File: config.mk
export PLATFORM = sky130hd
export DESIGN_NAME = rvv_mwmr_fifo
export DESIGN_NICKNAME = d
export VERILOG_FILES = /design/src/rtl/rvv_fifo_pkg.sv /design/src/rtl/rvv_fifo_lane_cnt.sv /design/src/rtl/rvv_mwmr_fifo.sv
export SDC_FILE = /design/constraint.sdc
export NUM_CORES = 1
export LEC_CHECK = 0
export CAP_MARGIN = 20
export CORE_ASPECT_RATIO = 1.5
export CORE_MARGIN = 2
export CORE_UTILIZATION = 53
export CTS_CLUSTER_SIZE = 20
export DETAILED_ROUTE_END_ITERATION = 16
export GPL_TIMING_DRIVEN = 0
export HOLD_SLACK_MARGIN = 0.03
export PLACE_DENSITY = 0.88
export SKIP_CTS_REPAIR_TIMING = 1
export SLEW_MARGIN = 20
export SYNTH_ARGS = -nofsm -noshare
export SYNTH_HDL_FRONTEND = slang
export SYNTH_SLANG_ARGS = --single-unit
export TNS_END_PERCENT = 100
File: constraint.sdc
create_clock -name clk -period 4.7 [get_ports clk]
set_clock_uncertainty 0.2 [all_clocks]
set_input_delay 1.41 -clock clk [delete_from_list [all_inputs] [get_ports clk]]
set_output_delay 1.41 -clock clk [all_outputs]
set_load 0.05 [all_outputs]
File: src/rtl/rvv_fifo_pkg.sv
// Shared types and helpers for the RVV multi-write/multi-read uop FIFO.
// Optional checker build: define RVV_FIFO_ERR_CHK_EN.
package rvv_fifo_pkg;

   localparam int MAX_FIFO_PORTS = 4;
   localparam int LCW = $clog2(MAX_FIFO_PORTS + 1);
   localparam int DEF_DEPTH = 8;

   typedef logic [$clog2(DEF_DEPTH)-1:0]   ptr_t;
   typedef logic [$clog2(DEF_DEPTH+1)-1:0] cnt_t;
   typedef logic [LCW-1:0]                 lane_cnt_t;

   // Lanes count only while the request run from lane 0 is unbroken
   function automatic lane_cnt_t thermo_prefix_cnt(
      input logic [MAX_FIFO_PORTS-1:0] vec,
      input logic [15:0]               limit
   );
      lane_cnt_t n;
      logic      run;
      n   = '0;
      run = 1'b1;
      for (int i = 0; i < MAX_FIFO_PORTS; i++) begin
         if (run && vec[i] && (16'(i) < limit)) n = n + 1'b1;
         else run = 1'b0;
      end
      return n;
   endfunction

   function automatic logic is_thermo(
      input logic [MAX_FIFO_PORTS-1:0] vec
   );
      logic [MAX_FIFO_PORTS:0] t;
      t = {1'b0, vec};
      return ((t & (t + 1'b1)) == '0);
   endfunction

endpackage

File: src/rtl/rvv_fifo_lane_cnt.sv
// Clamps a thermometer lane request to an availability limit.
// Returns the number of lanes granted.
module rvv_fifo_lane_cnt
   import rvv_fifo_pkg::*;
#(
   parameter int N  = 2,
   parameter int LW = 4
) (
   input  logic [N-1:0]   req_i,
   input  logic [LW-1:0]  limit_i,
   output logic [LCW-1:0] cnt_o
);

   logic [MAX_FIFO_PORTS-1:0] req_w;

   assign req_w = MAX_FIFO_PORTS'(req_i);
   assign cnt_o = thermo_prefix_cnt(req_w, 16'(limit_i));

endmodule

File: src/rtl/rvv_mwmr_fifo.sv
// Multi-write/multi-read show-ahead uop FIFO between dispatch and execute.
// Define RVV_FIFO_ERR_CHK_EN for sticky ovf/udf/coding error flags.
module rvv_mwmr_fifo
   import rvv_fifo_pkg::*;
#(
   parameter int DWIDTH          = 32,
   parameter int DEPTH           = 8,
   parameter int PUSH_PORTS      = 2,
   parameter int POP_PORTS       = 2,
   parameter int ALMOST_EMPTY_TH = 1,
   parameter int ALMOST_FULL_TH  = 1,
   localparam int CNTW           = $clog2(DEPTH + 1)
) (
   input  logic                                clk,
   input  logic                                rst_n,
   input  logic [PUSH_PORTS-1:0]               push,
   input  logic [PUSH_PORTS-1:0][DWIDTH-1:0]   push_data,
   input  logic [POP_PORTS-1:0]                pop,
   output logic [POP_PORTS-1:0][DWIDTH-1:0]    pop_data,
   output logic [POP_PORTS-1:0]                pop_valid,
   output logic                                full,
   output logic                                almost_full,
   output logic                                empty,
   output logic                                almost_empty,
   output logic                                idle,
   output logic [CNTW-1:0]                     count
`ifdef RVV_FIFO_ERR_CHK_EN
   ,
   output logic                                ovf_err,
   output logic                                udf_err,
   output logic                                coding_err
`endif
);

   localparam int PTRW = $clog2(DEPTH);

   logic [DWIDTH-1:0] mem_q [DEPTH];
   logic [PTRW-1:0]   wr_ptr_q, wr_ptr_d;
   logic [PTRW-1:0]   rd_ptr_q, rd_ptr_d;
   logic [CNTW-1:0]   count_q, count_d;
   logic [CNTW-1:0]   free;
   logic [LCW-1:0]    n_push, n_pop;

   assign free = CNTW'(DEPTH) - count_q;

   rvv_fifo_lane_cnt #(.N(PUSH_PORTS), .LW(CNTW)) u_push_cnt (
      .req_i   (push),
      .limit_i (free),
      .cnt_o   (n_push)
   );

   rvv_fifo_lane_cnt #(.N(POP_PORTS), .LW(CNTW)) u_pop_cnt (
      .req_i   (pop),
      .limit_i (count_q),
      .cnt_o   (n_pop)
   );

   always_comb begin
      wr_ptr_d = wr_ptr_q + PTRW'(n_push);
      rd_ptr_d = rd_ptr_q + PTRW'(n_pop);
      count_d  = count_q + CNTW'(n_push) - CNTW'(n_pop);
   end

   always_ff @(posedge clk or negedge rst_n) begin
      if (!rst_n) begin
         wr_ptr_q <= '0;
         rd_ptr_q <= '0;
         count_q  <= '0;
      end else begin
         wr_ptr_q <= wr_ptr_d;
         rd_ptr_q <= rd_ptr_d;
         count_q  <= count_d;
      end
   end

   // Payload storage is intentionally left unreset
   always_ff @(posedge clk) begin
      for (int k = 0; k < PUSH_PORTS; k++) begin
         if (LCW'(k) < n_push)
            mem_q[wr_ptr_q + PTRW'(k)] <= push_data[k];
      end
   end

   for (genvar j = 0; j < POP_PORTS; j++) begin : g_rd
      assign pop_data[j]  = mem_q[rd_ptr_q + PTRW'(j)];
      assign pop_valid[j] = (count_q > CNTW'(j));
   end

   assign count        = count_q;
   assign empty        = (count_q == '0);
   assign full         = (count_q == CNTW'(DEPTH));
   assign almost_empty = (int'(count_q) <= ALMOST_EMPTY_TH);
   assign almost_full  = (int'(free) <= ALMOST_FULL_TH);
   assign idle         = empty & ~|push;

`ifdef RVV_FIFO_ERR_CHK_EN
   logic [LCW-1:0] push_req, pop_req;
   logic           push_bad, pop_bad;
   logic           ovf_q, ovf_d;
   logic           udf_q, udf_d;
   logic           cod_q, cod_d;

   assign push_req = thermo_prefix_cnt(MAX_FIFO_PORTS'(push), 16'hFFFF);
   assign pop_req  = thermo_prefix_cnt(MAX_FIFO_PORTS'(pop), 16'hFFFF);
   assign push_bad = ~is_thermo(MAX_FIFO_PORTS'(push));
   assign pop_bad  = ~is_thermo(MAX_FIFO_PORTS'(pop));

   always_comb begin
      ovf_d = ovf_q | (push_req != n_push);
      udf_d = udf_q | (pop_req != n_pop);
      cod_d = cod_q | push_bad | pop_bad;
   end

   always_ff @(posedge clk or negedge rst_n) begin
      if (!rst_n) begin
         ovf_q <= 1'b0;
         udf_q <= 1'b0;
         cod_q <= 1'b0;
      end else begin
         ovf_q <= ovf_d;
         udf_q <= udf_d;
         cod_q <= cod_d;
      end
   end

   assign ovf_err    = ovf_q;
   assign udf_err    = udf_q;
   assign coding_err = cod_q;

   always @(posedge clk) begin
      if (rst_n) begin
         assert (push_req == n_push) else $warning("push lane dropped");
         assert (pop_req == n_pop) else $warning("pop lane ignored");
         assert (!(push_bad || pop_bad)) else $warning("non-thermometer request");
      end
   end
`endif

endmodule
==> results.toml <==
[status]
outcome = "finished clean"

[synthesis]
async_flop_share_pct = 3.76
syn_nets = 955
post-synth-top-area-cell = "edfxtp_1"
synth.distinct_cells = 41
synth_top_area_share_pct = 49.7
yosysWarnings = 0
synth_edf_count = 256
synth-seq-area-share_pct = 51.3
syn_area_sq_um = 15500
avgSynthCellArea_sq_um = 17.9
synth_flop_cell = "edfxtp_1"
synth_seq_cells = 266
ys_top_cells_by_area = "edfxtp_1 (50%), mux2_2 (23%), mux4_2 (19%)"
synthCells = 866

[floorplanning]
start_util_pct = 53.9
io_pins = 145
die_h_um = 213
row_count = 76
die-area_sq_um = 30600
die_width_um = 144
coreArea_sq_um = 28700

[finish]
design_area_sq_um = 18900
instances_no_fill = 1461
fin_util_pct = 65.9
area_delta_synth_final_pct = 22.3
num-fill-cells = 1938
drive_above_1_share_pct = 54.0
fin_nets = 1140

[placement]
hpwl_um = 27600
place_inst = 1415
io_buffers = 144
gp_congestion = 0.811
post_dp_cell_area_sq_um = 17800

[timing]
hold_violations = 0
setup_violations = 0
tns_ns = 0
drv_slew = 0
slew_headroom_pct = 36.6
fin_crit_sh_pct = 98.5
tightest_slew_ns = 0.951
rsz0062_at_grt = "false"
fmax_ghz = 0.216
period_needed_ns = 4.63

[drt]
vias_per_cell = 6.63
drtIter0Drc = 1076
drt_wl_total_um = 42200
first_pass_iters = 5
drc = 0
vias = 9693
highest_layer = "met4"
wl_met2_um = 22600
wl_met3_um = 3080
ant_nets = 0
wl_met1_um = 15000
post_drt_wl_per_cell_um = 28.9

[critical_path]
worstPathArrival_ns = 3.02
critical_path_required_ns = 3.09
crit_type = "reg -> out"
startpoint_type = "flip-flop"
path_max_fanout = 10
cp-end-kind = "output port"

[clocking]
cts_buffers = 25
numClockSinks = 266
path_clk_slew_ns = 0.06
cts_max_level = 1
clkLatencyLatePin_ns = 0.54
root_buffer = "clkbuf_16"
clock_path_buffers = 3
cts_tree = "built"

[global_route]
antenna_found_initial = 2
grt_pass1_vias = 10300
grt_max_degree = 20
grt_first_pass_wirelength_um = 62300
grt_usage_pct = 28.0
gr-total-overflow = 0

[worst_hold_path]
holdCritPathClass = "reg -> reg"

[run]
cap_violations = 0
## stage by stage
stage,hold slack [ns],setup slack (ns)
finish,0.366,0.0694
global route,0.393,0.0134
CTS,0.358,-0.792
detailed placement,0.347,-0.205
global placement,0.332,-2.09
floorplan,0.302,-0.000631
## registers in the layout, indices dropped and copies added, names as in the netlist
register	flops
mem_q	256
rd_ptr_q	3
wr_ptr_q	3
count	4
## cell families (layout without fill, tap and decap cells)
family	count (synthesis)	after routing	synth area share, %
buffers and inverters	80	283	2.81
muxes	448	448	41.9
AOI/OAI and AO/OA	17	17	0.793
other	0	2	0
xor gates and xnor gates	7	7	0.396
and+or+nand+nor	29	29	1.04
DFF	266	266	51.3
adders and majority gates	19	19	1.73
## placed cells by master (no fill, tap or decap), types with 3 or more instances in the layout
master | netlist | layout
nand2_1 | 6 | 6
buf_4 | 3 | 3
clkinvlp_4 | 0 | 4
nor2_1 | 5 | 5
mux2_2 | 320 | 320
inv_1 | 20 | 20
buf_8 | 0 | 6
clkbuf_16 | 0 | 25
clkbuf_2 | 0 | 8
buf_6 | 3 | 5
fa_1 | 4 | 4
clkinv_2 | 0 | 5
bufinv_16 | 0 | 6
buf_2 | 32 | 25
ha_1 | 15 | 14
dfrtp_1 | 10 | 10
xnor2_1 | 4 | 4
clkbuf_8 | 6 | 6
buf_16 | 0 | 6
nor2b_1 | 3 | 3
mux4_2 | 128 | 128
clkbuf_4 | 0 | 11
clkdlybuf4s50_1 | 0 | 80
edfxtp_1 | 256 | 256
dlymetal6s2s_1 | 0 | 64
## path summary, 6_finish.rpt
check / endpoint / slack (ns) / cells past startpoint / start
hold / removal: wr_ptr_q[2] / 0.37 / 1 / wr_ptr_q[2]
setup / recovery: pop_data[25] / 0.07 / 6 / rd_ptr_q[0]
hold reg to reg: wr_ptr_q[2] / 0.37 / 1 / wr_ptr_q[2]
min in group asynchronous: rd_ptr_q[1] / 1.00 / 1 / rst_n
setup reg to reg: mem_q[7][28] / 0.45 / 11 / count[1]
max in group asynchronous: count[1] / 2.98 / 1 / rst_n
## layer usage
metal	vias up	GRT usage (%)
met2	547	49.4
met5	-	0
li1	3974	-
met4	0	13.2
met3	114	4.19
met1	5058	33.6
## final cells by class
cell class	instances	area (sq um)	share of cell area [%]
Inverter	20	75.1	0.397
Timing Repair Buffer	159	1900	10.0
Clock buffer	25	626	3.31
Antenna cell	2	5.00	0.0265
Tap cell	390	488	2.58
Multi-Input combinational cell	520	7220	38.2
Clock inverter	20	269	1.42
Sequential cell	266	7940	42.0
Buffer	59	398	2.10
## synth_stat cells (all sizes together), types with 3 or more instances
cell / count
buf: 39
clkbuf: 21
dfrtp: 10
edfxtp: 256
fa: 4
ha: 15
inv: 20
mux2: 320
mux4: 128
nand2: 7
nor2: 5
nor2b: 3
nor3: 4
xnor2: 4
xor2: 3
## worst max-delay path, cell delays in order (launching register included)
cell and delay (ns):
dfrtp_1 0.42, buf_2 0.31, clkbuf_2 0.33, buf_2 0.39, mux4_2 0.39, mux2_2 0.29, dlymetal6s2s_1 0.33
Power is not shown: default switching activity piles up to over one toggle a cycle in this logic, so the estimate is an artifact.
